## config.mk

```make
export PLATFORM = sky130hd
export DESIGN_NAME = rtc_write_seq
export DESIGN_NICKNAME = d
export VERILOG_FILES = /design/src/rtl/rtc_write_seq_pkg.sv /design/src/rtl/rtc_write_seq_phase_timer.sv /design/src/rtl/rtc_write_seq.sv
export SDC_FILE = /design/constraint.sdc
export NUM_CORES = 1
export LEC_CHECK = 0
export ABC_AREA = 1
export CORE_UTILIZATION = 51
export DETAILED_ROUTE_END_ITERATION = 10
export MAX_ROUTING_LAYER = met4
export PLACE_DENSITY = 0.76
export SLEW_MARGIN = 20
export SYNTH_ARGS = -nofsm -noshare
export SYNTH_HDL_FRONTEND = slang
export SYNTH_SLANG_ARGS = --single-unit
export TNS_END_PERCENT = 20
```

## constraint.sdc

```tcl
create_clock -name clk -period 1.75 [get_ports clk]
set_input_delay 0.35 -clock clk [delete_from_list [all_inputs] [get_ports clk]]
set_output_delay 0.35 -clock clk [all_outputs]
set_load 0.02 [all_outputs]
```

## src/rtl/rtc_write_seq_pkg.sv

```systemverilog
// ----------------------------------------------------------------------------
// rtc_write_seq_pkg
//   Shared definitions for the RTC bus sequencers (write and read side).
//   - FSM state encodings (3-bit binary) of the write sequencer.
//   - Default bus timing constants, shared with the read sequencer so both
//     sides of the multiplexed AD bus use the same setup/strobe/hold timing.
//   - Registered-output bundle type and its decode function. The decode is
//     applied to the *next* state so the output flops line up with the state
//     flops and no input-to-output combinational path exists.
// ----------------------------------------------------------------------------
package rtc_write_seq_pkg;

   // FSM state encodings
   localparam logic [2:0] ST_IDLE     = 3'd0;
   localparam logic [2:0] ST_A_SETUP  = 3'd1;
   localparam logic [2:0] ST_A_STROBE = 3'd2;
   localparam logic [2:0] ST_A_HOLD   = 3'd3;
   localparam logic [2:0] ST_D_SETUP  = 3'd4;
   localparam logic [2:0] ST_D_STROBE = 3'd5;
   localparam logic [2:0] ST_D_HOLD   = 3'd6;
   localparam logic [2:0] ST_DONE     = 3'd7;

   // Default timing, in clock cycles per phase
   localparam int DEF_SETUP_CYC  = 2;
   localparam int DEF_STROBE_CYC = 4;
   localparam int DEF_HOLD_CYC   = 2;
   localparam int DEF_CNT_W      = 4;

   // Everything that leaves the block, held in one register bank
   typedef struct packed {
      logic       cs;
      logic       ad;
      logic       wr;
      logic       oe;
      logic       busy;
      logic       done;
      logic [7:0] bus;
   } wr_outs_t;

   // Output decode for a given state. The address phase drives the latched
   // address with ad=1, the data phase drives the latched data with ad=0;
   // cs is high in all six bus states so it never dips between phases.
   function automatic wr_outs_t decode_outs(input logic [2:0] st,
                                            input logic [7:0] addr,
                                            input logic [7:0] data);
      wr_outs_t o;
      o = '0;
      case (st)
         ST_A_SETUP, ST_A_HOLD: begin
            o.cs   = 1'b1;
            o.ad   = 1'b1;
            o.oe   = 1'b1;
            o.busy = 1'b1;
            o.bus  = addr;
         end
         ST_A_STROBE: begin
            o.cs   = 1'b1;
            o.ad   = 1'b1;
            o.wr   = 1'b1;
            o.oe   = 1'b1;
            o.busy = 1'b1;
            o.bus  = addr;
         end
         ST_D_SETUP, ST_D_HOLD: begin
            o.cs   = 1'b1;
            o.oe   = 1'b1;
            o.busy = 1'b1;
            o.bus  = data;
         end
         ST_D_STROBE: begin
            o.cs   = 1'b1;
            o.wr   = 1'b1;
            o.oe   = 1'b1;
            o.busy = 1'b1;
            o.bus  = data;
         end
         ST_DONE: begin
            o.busy = 1'b1;
            o.done = 1'b1;
         end
         default: o = '0;
      endcase
      return o;
   endfunction

endpackage

```

## src/rtl/rtc_write_seq_phase_timer.sv

```systemverilog
// ----------------------------------------------------------------------------
// phase_timer
//   Loadable down-counter used to time each bus phase. Loading (N-1) on entry
//   to a phase and advancing when zero_o is seen gives a phase of exactly N
//   cycles. The counter parks at zero when not reloaded.
//   Ports:
//     clk         in   system clock
//     reset_n     in   asynchronous active-low reset (counter -> 0)
//     load_i      in   load load_val_i on this edge
//     load_val_i  in   CNT_W-bit value to load
//     zero_o      out  counter currently reads zero
// ----------------------------------------------------------------------------
module phase_timer #(
   parameter int CNT_W = 4
) (
   input  logic             clk,
   input  logic             reset_n,
   input  logic             load_i,
   input  logic [CNT_W-1:0] load_val_i,
   output logic             zero_o
);

   logic [CNT_W-1:0] cnt_q;
   logic [CNT_W-1:0] cnt_d;

   always_comb begin
      cnt_d = cnt_q;
      if (load_i) begin
         cnt_d = load_val_i;
      end else if (cnt_q != '0) begin
         cnt_d = cnt_q - CNT_W'(1);
      end
   end

   always_ff @(posedge clk or negedge reset_n) begin
      if (!reset_n) begin
         cnt_q <= '0;
      end else begin
         cnt_q <= cnt_d;
      end
   end

   assign zero_o = (cnt_q == '0);

endmodule

```

## src/rtl/rtc_write_seq.sv

```systemverilog
// ----------------------------------------------------------------------------
// rtc_write_seq
//   Generates one multiplexed address/data write to the external RTC chip:
//   address phase then data phase, each with setup / strobe / hold timing.
//   Strobes are active-high and idle at 0 so the downstream combiner passes
//   the read sequencer's strobes untouched while this block is idle.
//   Ports:
//     clk       in   system clock
//     reset_n   in   asynchronous active-low reset
//     start_wr  in   request a write; only looked at in IDLE
//     wr_addr   in   8-bit RTC register address, latched on accepted start
//     wr_data   in   8-bit data byte, latched on accepted start
//     cs_strb   out  chip select (high through both phases)
//     ad_strb   out  1 = address on bus, 0 = data on bus
//     wr_strb   out  write strobe
//     bus_oe    out  this block drives the AD bus
//     bus_out   out  AD bus value
//     busy      out  transaction in progress (all non-IDLE states)
//     done      out  one-cycle completion pulse
// ----------------------------------------------------------------------------
module rtc_write_seq
   import rtc_write_seq_pkg::*;
#(
   parameter int SETUP_CYC  = DEF_SETUP_CYC,
   parameter int STROBE_CYC = DEF_STROBE_CYC,
   parameter int HOLD_CYC   = DEF_HOLD_CYC,
   parameter int CNT_W      = DEF_CNT_W
) (
   input  logic       clk,
   input  logic       reset_n,
   input  logic       start_wr,
   input  logic [7:0] wr_addr,
   input  logic [7:0] wr_data,
   output logic       cs_strb,
   output logic       ad_strb,
   output logic       wr_strb,
   output logic       bus_oe,
   output logic [7:0] bus_out,
   output logic       busy,
   output logic       done
);

   localparam logic [CNT_W-1:0] SETUP_LD  = CNT_W'(SETUP_CYC - 1);
   localparam logic [CNT_W-1:0] STROBE_LD = CNT_W'(STROBE_CYC - 1);
   localparam logic [CNT_W-1:0] HOLD_LD   = CNT_W'(HOLD_CYC - 1);

   logic [2:0]       state_q, state_d;
   logic [7:0]       addr_q, addr_d;
   logic [7:0]       data_q, data_d;
   wr_outs_t         outs_q, outs_d;

   logic             tmr_load;
   logic [CNT_W-1:0] tmr_val;
   logic             tmr_zero;

   phase_timer #(
      .CNT_W (CNT_W)
   ) u_timer (
      .clk        (clk),
      .reset_n    (reset_n),
      .load_i     (tmr_load),
      .load_val_i (tmr_val),
      .zero_o     (tmr_zero)
   );

   // Next-state logic. Every transition into a timed state reloads the timer
   // with that state's length minus one; the state leaves when the timer
   // reads zero.
   always_comb begin
      state_d  = state_q;
      addr_d   = addr_q;
      data_d   = data_q;
      tmr_load = 1'b0;
      tmr_val  = '0;
      case (state_q)
         ST_IDLE: begin
            if (start_wr) begin
               state_d  = ST_A_SETUP;
               addr_d   = wr_addr;
               data_d   = wr_data;
               tmr_load = 1'b1;
               tmr_val  = SETUP_LD;
            end
         end
         ST_A_SETUP: begin
            if (tmr_zero) begin
               state_d  = ST_A_STROBE;
               tmr_load = 1'b1;
               tmr_val  = STROBE_LD;
            end
         end
         ST_A_STROBE: begin
            if (tmr_zero) begin
               state_d  = ST_A_HOLD;
               tmr_load = 1'b1;
               tmr_val  = HOLD_LD;
            end
         end
         ST_A_HOLD: begin
            if (tmr_zero) begin
               state_d  = ST_D_SETUP;
               tmr_load = 1'b1;
               tmr_val  = SETUP_LD;
            end
         end
         ST_D_SETUP: begin
            if (tmr_zero) begin
               state_d  = ST_D_STROBE;
               tmr_load = 1'b1;
               tmr_val  = STROBE_LD;
            end
         end
         ST_D_STROBE: begin
            if (tmr_zero) begin
               state_d  = ST_D_HOLD;
               tmr_load = 1'b1;
               tmr_val  = HOLD_LD;
            end
         end
         ST_D_HOLD: begin
            if (tmr_zero) begin
               state_d = ST_DONE;
            end
         end
         ST_DONE: begin
            // start_wr is deliberately not looked at here: no queuing
            state_d = ST_IDLE;
         end
         default: begin
            state_d = ST_IDLE;
         end
      endcase
   end

   // Outputs decoded from the next state and registered, so each pin comes
   // straight off a flop (glitch-free) and changes together with the state.
   always_comb begin
      outs_d = decode_outs(state_d, addr_d, data_d);
   end

   always_ff @(posedge clk or negedge reset_n) begin
      if (!reset_n) begin
         state_q <= ST_IDLE;
         addr_q  <= '0;
         data_q  <= '0;
         outs_q  <= '0;
      end else begin
         state_q <= state_d;
         addr_q  <= addr_d;
         data_q  <= data_d;
         outs_q  <= outs_d;
      end
   end

   assign cs_strb = outs_q.cs;
   assign ad_strb = outs_q.ad;
   assign wr_strb = outs_q.wr;
   assign bus_oe  = outs_q.oe;
   assign bus_out = outs_q.bus;
   assign busy    = outs_q.busy;
   assign done    = outs_q.done;

endmodule
```

==> insert_results.sql, run 1 <==
INSERT INTO impl_metrics (metric_group, metric, value, unit) VALUES
('run_status', 'outcome', 'complete, no violations', ''),
('sta', 'achievable_freq', '0.6017', 'GHz'),
('routing', 'drcViolationCount', '0', ''),
('worst_setup_path', 'path_delay_family', 'buffers and inverters', ''),
('floorplanning', 'floorplan.die.height', '59.40', 'µm'),
('final_layout', 'areaGrowthSynthToFinish', '26.06', '%'),
('synth', 'synth-warning-count', '0', ''),
('synth', 'synth_edf_count', '0', ''),
('floorplanning', 'initial_utilization', '54.59', '%'),
('global_routing', 'first_global_vias', '1321', ''),
('synth', 'synth_seq_area_share', '53.61', '%'),
('synth', 'post-synth-top-count-cell', 'sky130_fd_sc_hd__nand2_1', ''),
('clock_network', 'clkTransAtPathRegs', '0.11', 'ns'),
('routing', 'detailedRoute.firstPassIterationCount', '4', ''),
('sta', 'skew', '0.005024', 'ns'),
('worst_setup_path', 'worst-endpoint-required', '1.40', 'ns'),
('synth', 'synth.cell_area', '1680', 'µm²'),
('power_and_ir_drop', 'irDropWorstVdd', '0.0009334', 'V'),
('worst_setup_path', 'reg2reg_slack', '0.14', 'ns'),
('sta', 'fin_crit', '1.662', 'ns'),
('synth', 'synth_top_cell_area_share', '53.61', '%'),
('floorplanning', 'placement_rows', '20', ''),
('clock_network', 'cts_tree', 'done', ''),
('routing', 'mean_number_of_vias_per_cell', '4.937', ''),
('worst_setup_path', 'worstReg2RegStart', 'u_timer.cnt_q[0]', ''),
('sta', 'layout_worst_path_cycle_share', '94.97', '%'),
('routing', 'antenna_violating_nets_post_route', '0', ''),
('clock_network', 'cts_htree_levels', '2', ''),
('power_and_ir_drop', 'power.density', '2004', 'nW/µm²'),
('routing', 'route.vias.total', '1259', ''),
('power_and_ir_drop', 'power_leakage', '0.9886', 'nW'),
('global_routing', 'largest_net_degree_at_the_start_of_global_routing', '37', ''),
('sta', 'timing.max_slew.rel_slack', '70.48', '%'),
('power_and_ir_drop', 'combPwrFrac', '55.4', '%'),
('power_and_ir_drop', 'clock_power_share', '11.1', '%'),
('synth', 'synth_nets', '192', ''),
('placed_design', 'gp_routability_congestion', '0.9138', ''),
('worst_setup_path', 'crit_path_end_kind', 'primary output', ''),
('worst_setup_path', 'timing.critical_path.cells', 'clkdlybuf4s50_1', ''),
('worst_setup_path', 'worst-r2r-cell-count', '9', ''),
('worst_setup_path', 'crit_path_max_incr_delay', '0.61', 'ns'),
('final_layout', 'postLayoutCoreUtil', '68.82', '%'),
('floorplanning', 'die_area', '3528', 'µm²'),
('worst_setup_path', 'critical_path.reg2reg.endpoint', 'bus_out[5]', ''),
('placed_design', 'dp_hpwl', '2.308', 'mm'),
('sta', 'grt_setup_unrepaired', 'no', ''),
('power_and_ir_drop', 'power.switching_fraction', '42.39', '%'),
('global_routing', 'grt_pass1_wl', '5.685', 'mm'),
('clock_network', 'tritoncts.num_buffers', '5', ''),
('synth', 'synth_async_sr_flop_share', '100.0', '%'),
('power_and_ir_drop', 'total_power', '4.245', 'mW'),
('sta', 'hold_slack', '0.4018', 'ns'),
('synth', 'synth.area.top_cells', 'sky130_fd_sc_hd__dfrtp_1 (54%), sky130_fd_sc_hd__nand2_1 (8.7%), sky130_fd_sc_hd__o21ai_2 (5.2%)', ''),
('sta', 'finalSetupViolCount', '0', ''),
('global_routing', 'initial_antenna_violation_count', '0', ''),
('sta', 'report.final.hold_viol_count', '0', ''),
('power_and_ir_drop', 'netSwitchingPower', '1.799', 'mW'),
('worst_setup_path', 'setup.worst_path.start_class', 'flop', ''),
('sta', 'transition_time_at_the_pin_with_the_least_slew_margin', '0.4429', 'ns'),
('routing', 'drt-initial-drc-count', '50', ''),
('floorplanning', 'design.core.area', '3078', 'µm²'),
('min_path', 'hold_path.class', 'input pin to async pin', ''),
('clock_network', 'cts_hold_buf', '0', ''),
('power_and_ir_drop', 'sequential_fraction_of_design_power', '33.5', '%'),
('global_routing', 'grt_overflow_total', '0', ''),
('synth', 'synth_largest_area_cell', 'sky130_fd_sc_hd__dfrtp_1', ''),
('clock_network', 'cts.root.buffer_cell', 'sky130_fd_sc_hd__clkbuf_4', ''),
('flow_run', 'drv_cap', '0', ''),
('clock_network', 'cts_sink_count', '36', ''),
('final_layout', 'ratio_of_cells_with_drive_above_1_in_the_final_layout', '26.54', '%'),
('power_and_ir_drop', 'internal_power', '2.446', 'mW');
cell families after synthesis:
logic type	after synthesis	share of synthesized area, %
simple gates	86	26.66
compound gates	21	9.754
xor+xnor	1	0.5213
flops	36	53.61
buf+inv	27	8.712
fa+ha+maj	1	0.7445
sequential cells by signal (all words and copies together) (netlist names):
signal / cells
bus_oe: 1
ad_strb: 1
addr_q: 8
bus_out: 8
wr_strb: 1
done: 1
u_timer.cnt_q: 4
state_q: 3
busy: 1
data_q: 8
layout by cell type, fill, tap and decap left out:
master,instances
sky130_fd_sc_hd__inv_2,7
sky130_fd_sc_hd__nand3_2,1
sky130_fd_sc_hd__o21ai_1,5
sky130_fd_sc_hd__o21bai_4,1
sky130_fd_sc_hd__nor3_1,1
sky130_fd_sc_hd__nand4_1,4
sky130_fd_sc_hd__clkbuf_8,1
sky130_fd_sc_hd__nor2_1,4
sky130_fd_sc_hd__dfrtp_1,36
sky130_fd_sc_hd__inv_1,12
sky130_fd_sc_hd__nand2_4,4
sky130_fd_sc_hd__clkinv_2,2
sky130_fd_sc_hd__or2_0,1
sky130_fd_sc_hd__clkdlybuf4s50_1,32
sky130_fd_sc_hd__xnor2_1,1
sky130_fd_sc_hd__or2_1,1
sky130_fd_sc_hd__nor4_1,1
sky130_fd_sc_hd__a211oi_2,1
sky130_fd_sc_hd__ha_4,1
sky130_fd_sc_hd__inv_4,1
sky130_fd_sc_hd__nor2_4,2
sky130_fd_sc_hd__nand3_1,13
sky130_fd_sc_hd__buf_12,1
sky130_fd_sc_hd__o21ai_0,4
sky130_fd_sc_hd__or2_2,7
sky130_fd_sc_hd__buf_4,5
sky130_fd_sc_hd__o21ai_2,10
sky130_fd_sc_hd__clkbuf_4,5
sky130_fd_sc_hd__nand2_1,39
sky130_fd_sc_hd__nand3b_1,1
sky130_fd_sc_hd__nand2_2,7
power by group through the flow:
stage          registers, mW  clock network, mW  logic (mW)
2_1_floorplan           1.54                  0        1.51
3_3_place_gp            1.42                  0        2.23
3_5_place_dp            1.43                  0        2.31
4_1_cts                 1.42              0.482        2.33
5_1_grt                 1.46              0.516        2.59
6_report                1.42              0.471        2.35
metrics by stage:
step	setup slack [ns]	instance area, µm²	std cells
6_report	0.08796	2118	255
5_1_grt	0.02302	2118	255
4_1_cts	0.007915	2106	255
3_5_place_dp	-0.03841	2042	247
3_3_place_gp	0.05743	2042	247
2_1_floorplan	0.2174	1680	172
worst max path at each step:
stage | startpoint | endpoint | cells past startpoint | slack, ns
after floorplan | u_timer.cnt_q[0] | bus_out[0] | 9 | 0.22
after global placement | u_timer.cnt_q[0] | bus_out[5] | 9 | 0.06
after detailed placement | u_timer.cnt_q[0] | bus_out[0] | 9 | -0.04
after CTS | u_timer.cnt_q[0] | bus_out[4] | 9 | 0.008
after global routing | u_timer.cnt_q[0] | bus_out[2] | 9 | 0.02
final | bus_out[0] | bus_out[0] | 1 | 0.09
per-layer routing:
layer | global-route usage [%] | routed length, µm | up-vias
li1 | - | - | 623
met1 | 26.84 | 1446 | 597
met2 | 38.04 | 1656 | 33
met3 | 6.114 | 150 | 6
met4 | 9.864 | 39 | 0
met5 | - | 0 | -
final cells by class:
type,instances,area (µm²)
Clock inverter,2,10.01
Sequential cell,36,900.9
Fill cell,246,959.7
Inverter,20,77.57
Clock buffer,6,51.30
Tap cell,44,55.05
Multi-Input combinational cell,109,645.6
Timing Repair Buffer,38,377.9
repair_timing:
action                     in CTS  in global routing
setup endpoints to repair      10                 12
resized for setup               1                  3
buffers inserted                0                  0
(Power assumes the default switching activity.)
==> run 2, diff against run 1 <==
--- a/config.mk
+++ b/config.mk
@@ -9,7 +9,7 @@
 export CORE_UTILIZATION = 51
 export DETAILED_ROUTE_END_ITERATION = 10
 export MAX_ROUTING_LAYER = met4
-export PLACE_DENSITY = 0.76
+export PLACE_DENSITY = 0.79
 export SLEW_MARGIN = 20
 export SYNTH_ARGS = -nofsm -noshare
 export SYNTH_HDL_FRONTEND = slang
==> run 2 against run 1 <==
Effect of this change: clock-buffer cell count did not move; sequential power is essentially flat; clock power is 12% lower; total power is 1.4% lower; critical path depth unchanged; first-iteration DRC count shrank 48%; flip-flop and latch count unchanged; final area decreased by 0.24%; largest power group unchanged; worst hold slack lost 0.39 ns; routed wire length fell by 4.8%; sequential share of layout area up 0.10 points.
==> insert_results.sql, run 2 (same netlist as run 1, synthesis figures left out) <==
INSERT INTO impl_metrics (metric_group, metric, value, unit) VALUES
('run_status', 'outcome', 'complete, no violations', ''),
('flow_run', 'drv_cap', '0', ''),
('clock_network', 'insertion_delay', '0.35', 'ns'),
('clock_network', 'post_cts_buffers', '0', ''),
('final_layout', 'areaGrowthSynthToFinish', '25.76', '%'),
('sta', 'timing.max_slew.rel_slack', '70.76', '%'),
('sta', 'fin_crit', '1.659', 'ns'),
('worst_setup_path', 'path_delay_family', 'buffers and inverters', ''),
('floorplanning', 'design.core.area', '3078', 'µm²'),
('worst_setup_path', 'reg2reg_slack', '0.18', 'ns'),
('routing', 'mean_number_of_vias_per_cell', '5.008', ''),
('worst_setup_path', 'worst-endpoint-required', '1.40', 'ns'),
('final_layout', 'layout.cells.most_common_list', 'sky130_fd_sc_hd__nand2_1 (39), sky130_fd_sc_hd__dfrtp_1 (36), sky130_fd_sc_hd__clkdlybuf4s50_1 (31)', ''),
('global_routing', 'largest_net_degree_at_the_start_of_global_routing', '37', ''),
('power_and_ir_drop', 'power.density', '1981', 'nW/µm²'),
('floorplanning', 'die_area', '3528', 'µm²'),
('routing', 'detailedRoute.firstPassIterationCount', '4', ''),
('worst_setup_path', 'worst_path_max_delay_cell', 'sky130_fd_sc_hd__clkdlybuf4s50_1', ''),
('clock_network', 'cts_htree_levels', '2', ''),
('worst_setup_path', 'setup.worst_path.start_class', 'flop', ''),
('sta', 'finalSetupViolCount', '0', ''),
('worst_setup_path', 'worst-path-max-fanout', '1', ''),
('final_layout', 'post_route_design_area', '2113', 'µm²'),
('clock_network', 'cts.root.buffer_cell', 'sky130_fd_sc_hd__clkbuf_4', ''),
('final_layout', 'mostFrequentLayoutCell', 'sky130_fd_sc_hd__nand2_1', ''),
('placed_design', 'io_buffer_count', '32', ''),
('sta', 'timing_max_transition_violations_final', '0', ''),
('worst_setup_path', 'critical_path.n_buffers_inverters', '1', ''),
('global_routing', 'grt_util_all_layers', '22.33', '%'),
('routing', 'drcViolationCount', '0', ''),
('global_routing', 'initial_antenna_violation_count', '0', ''),
('power_and_ir_drop', 'irDropWorstVdd', '0.0008954', 'V'),
('routing', 'route.detailed.wl_per_inst', '12.25', 'µm'),
('global_routing', 'first_global_vias', '1277', ''),
('clock_network', 'clkTransAtPathRegs', '0.10', 'ns'),
('sta', 'transition_time_at_the_pin_with_the_least_slew_margin', '0.4385', 'ns'),
('min_path', 'hold_path.class', 'input pin to async pin', ''),
('placed_design', 'gp_routability_congestion', '0.8045', ''),
('worst_setup_path', 'crit_path_end_kind', 'primary output', ''),
('routing', 'route.vias.total', '1282', ''),
('clock_network', 'tritoncts.num_buffers', '5', ''),
('floorplanning', 'die_width', '59.40', 'µm'),
('worst_setup_path', 'critical_path.reg2reg.endpoint', 'wr_strb', ''),
('global_routing', 'grt_overflow_total', '0', ''),
('worst_setup_path', 'worst-r2r-cell-count', '10', ''),
('final_layout', 'antenna_cells', '0', ''),
('final_layout', 'nets', '232', ''),
('worst_setup_path', 'worst-setup-path-type', 'flop to primary output', ''),
('sta', 'grt_setup_unrepaired', 'no', ''),
('sta', 'achievable_freq', '0.6029', 'GHz'),
('sta', 'report.final.hold_viol_count', '0', ''),
('floorplanning', 'io-pin-count', '33', ''),
('routing', 'antenna_violating_nets_post_route', '0', ''),
('clock_network', 'clock_path_buffers', '2', ''),
('power_and_ir_drop', 'power_leakage', '0.9873', 'nW'),
('worst_setup_path', 'crit_path_max_incr_delay', '0.60', 'ns'),
('floorplanning', 'initial_utilization', '54.59', '%'),
('power_and_ir_drop', 'total_power', '4.186', 'mW'),
('worst_setup_path', 'arrival', '1.31', 'ns'),
('placed_design', 'placedInstanceArea', '2052', 'µm²'),
('worst_setup_path', 'timing.critical_path.cells', 'clkdlybuf4s50_1', ''),
('final_layout', 'ratio_of_cells_with_drive_above_1_in_the_final_layout', '26.89', '%'),
('sta', 'skew', '0.004008', 'ns'),
('worst_setup_path', 'worstReg2RegStart', 'u_timer.cnt_q[0]', ''),
('sta', 'timing.setup.tns', '0', 'ns'),
('routing', 'drt-initial-drc-count', '26', ''),
('global_routing', 'grt_pass1_wl', '5.416', 'mm'),
('floorplanning', 'placement_rows', '20', ''),
('floorplanning', 'floorplan.die.height', '59.40', 'µm'),
('routing', 'routed_wirelength', '3.136', 'mm'),
('clock_network', 'cts_hold_buf', '0', ''),
('clock_network', 'cts_tree', 'done', ''),
('clock_network', 'cts_sink_count', '36', ''),
('placed_design', 'dp_hpwl', '2.282', 'mm'),
('sta', 'layout_worst_path_cycle_share', '94.78', '%');
-- run 2: changes by cell type in the layout (fill, tap and decap cells not counted), sizes merged --
cell | previous run | this run
buf | 6 | 9
clkdlybuf4s50 | 32 | 31
clkinv | 2 | 1
-- run 2: per-stage QoR --
stage                     utilization (%)  hold WS [ns]  cells  setup slack, ns
after global placement              66.67        0.4065    249          0.03308
after detailed placement            66.67        0.4167    249         0.009822
final                               68.66       0.01671    256          0.09141
after global routing                68.66       0.04278    256          0.03022
after floorplan                         -       0.05441    172           0.2174
after CTS                           68.25       0.02601    256          0.04922
-- run 2: timing repair --
item | CTS | global route
pin swaps | 0 | 0
gates resized for setup | 1 | 3
endpoints found under the setup margin | 2 | 12
endpoints found under the hold margin | 0 | 0
-- run 2: layer usage --
layer | vias to the layer above | GRT usage [%] | wire length (µm)
met4 | 0 | 15.31 | 81
met3 | 10 | 4.585 | 171
met5 | - | - | 0
met1 | 606 | 25.60 | 1308
li1 | 625 | - | -
met2 | 41 | 34.99 | 1575
-- run 2: report_power, final --
group	internal, mW	switching [mW]	total, mW	leakage (nW)
registers	1.23	0.191	1.42	0.429
clock network	0.148	0.268	0.416	0.0281
logic	1.04	1.31	2.35	0.530
-- run 2: how the worst max path moves through the flow --
stage                     cells after the start  slack [ns]         end             start
after CTS                                    10        0.05     wr_strb  u_timer.cnt_q[0]
final                                         1        0.09  bus_out[3]        bus_out[3]
after global routing                         10        0.03     wr_strb  u_timer.cnt_q[0]
after floorplan                               9        0.22  bus_out[0]  u_timer.cnt_q[0]
after global placement                       10        0.03     wr_strb  u_timer.cnt_q[0]
after detailed placement                     10        0.01     wr_strb  u_timer.cnt_q[0]
-- run 2: final cells by class --
class | instances | area (µm²)
Clock inverter | 1 | 5.005
Timing Repair Buffer | 40 | 387.9
Clock buffer | 6 | 41.29
Inverter | 20 | 77.57
Sequential cell | 36 | 900.9
Fill cell | 256 | 964.7
Tap cell | 44 | 55.05
Multi-Input combinational cell | 109 | 645.6
-- run 2: worst reg2reg max path: cells and delay by family, from the launching register on --
| family | cells | cell delay [ns] |
|---|---|---|
| DFF | 1 | 0.43 |
| and+or+nand+nor | 5 | 0.44 |
| adders and majority gates | 1 | 0.18 |
| buffers and inverters | 4 | 0.43 |
==> run 3, diff against run 2 <==
--- a/config.mk
+++ b/config.mk
@@ -8,6 +8,7 @@
 export ABC_AREA = 1
 export CORE_UTILIZATION = 51
 export DETAILED_ROUTE_END_ITERATION = 10
+export GPL_ROUTABILITY_DRIVEN = 0
 export MAX_ROUTING_LAYER = met4
 export PLACE_DENSITY = 0.79
 export SLEW_MARGIN = 20
==> results of run 3 <==
Final layout, timing and power as in run 2 (identical DEF).
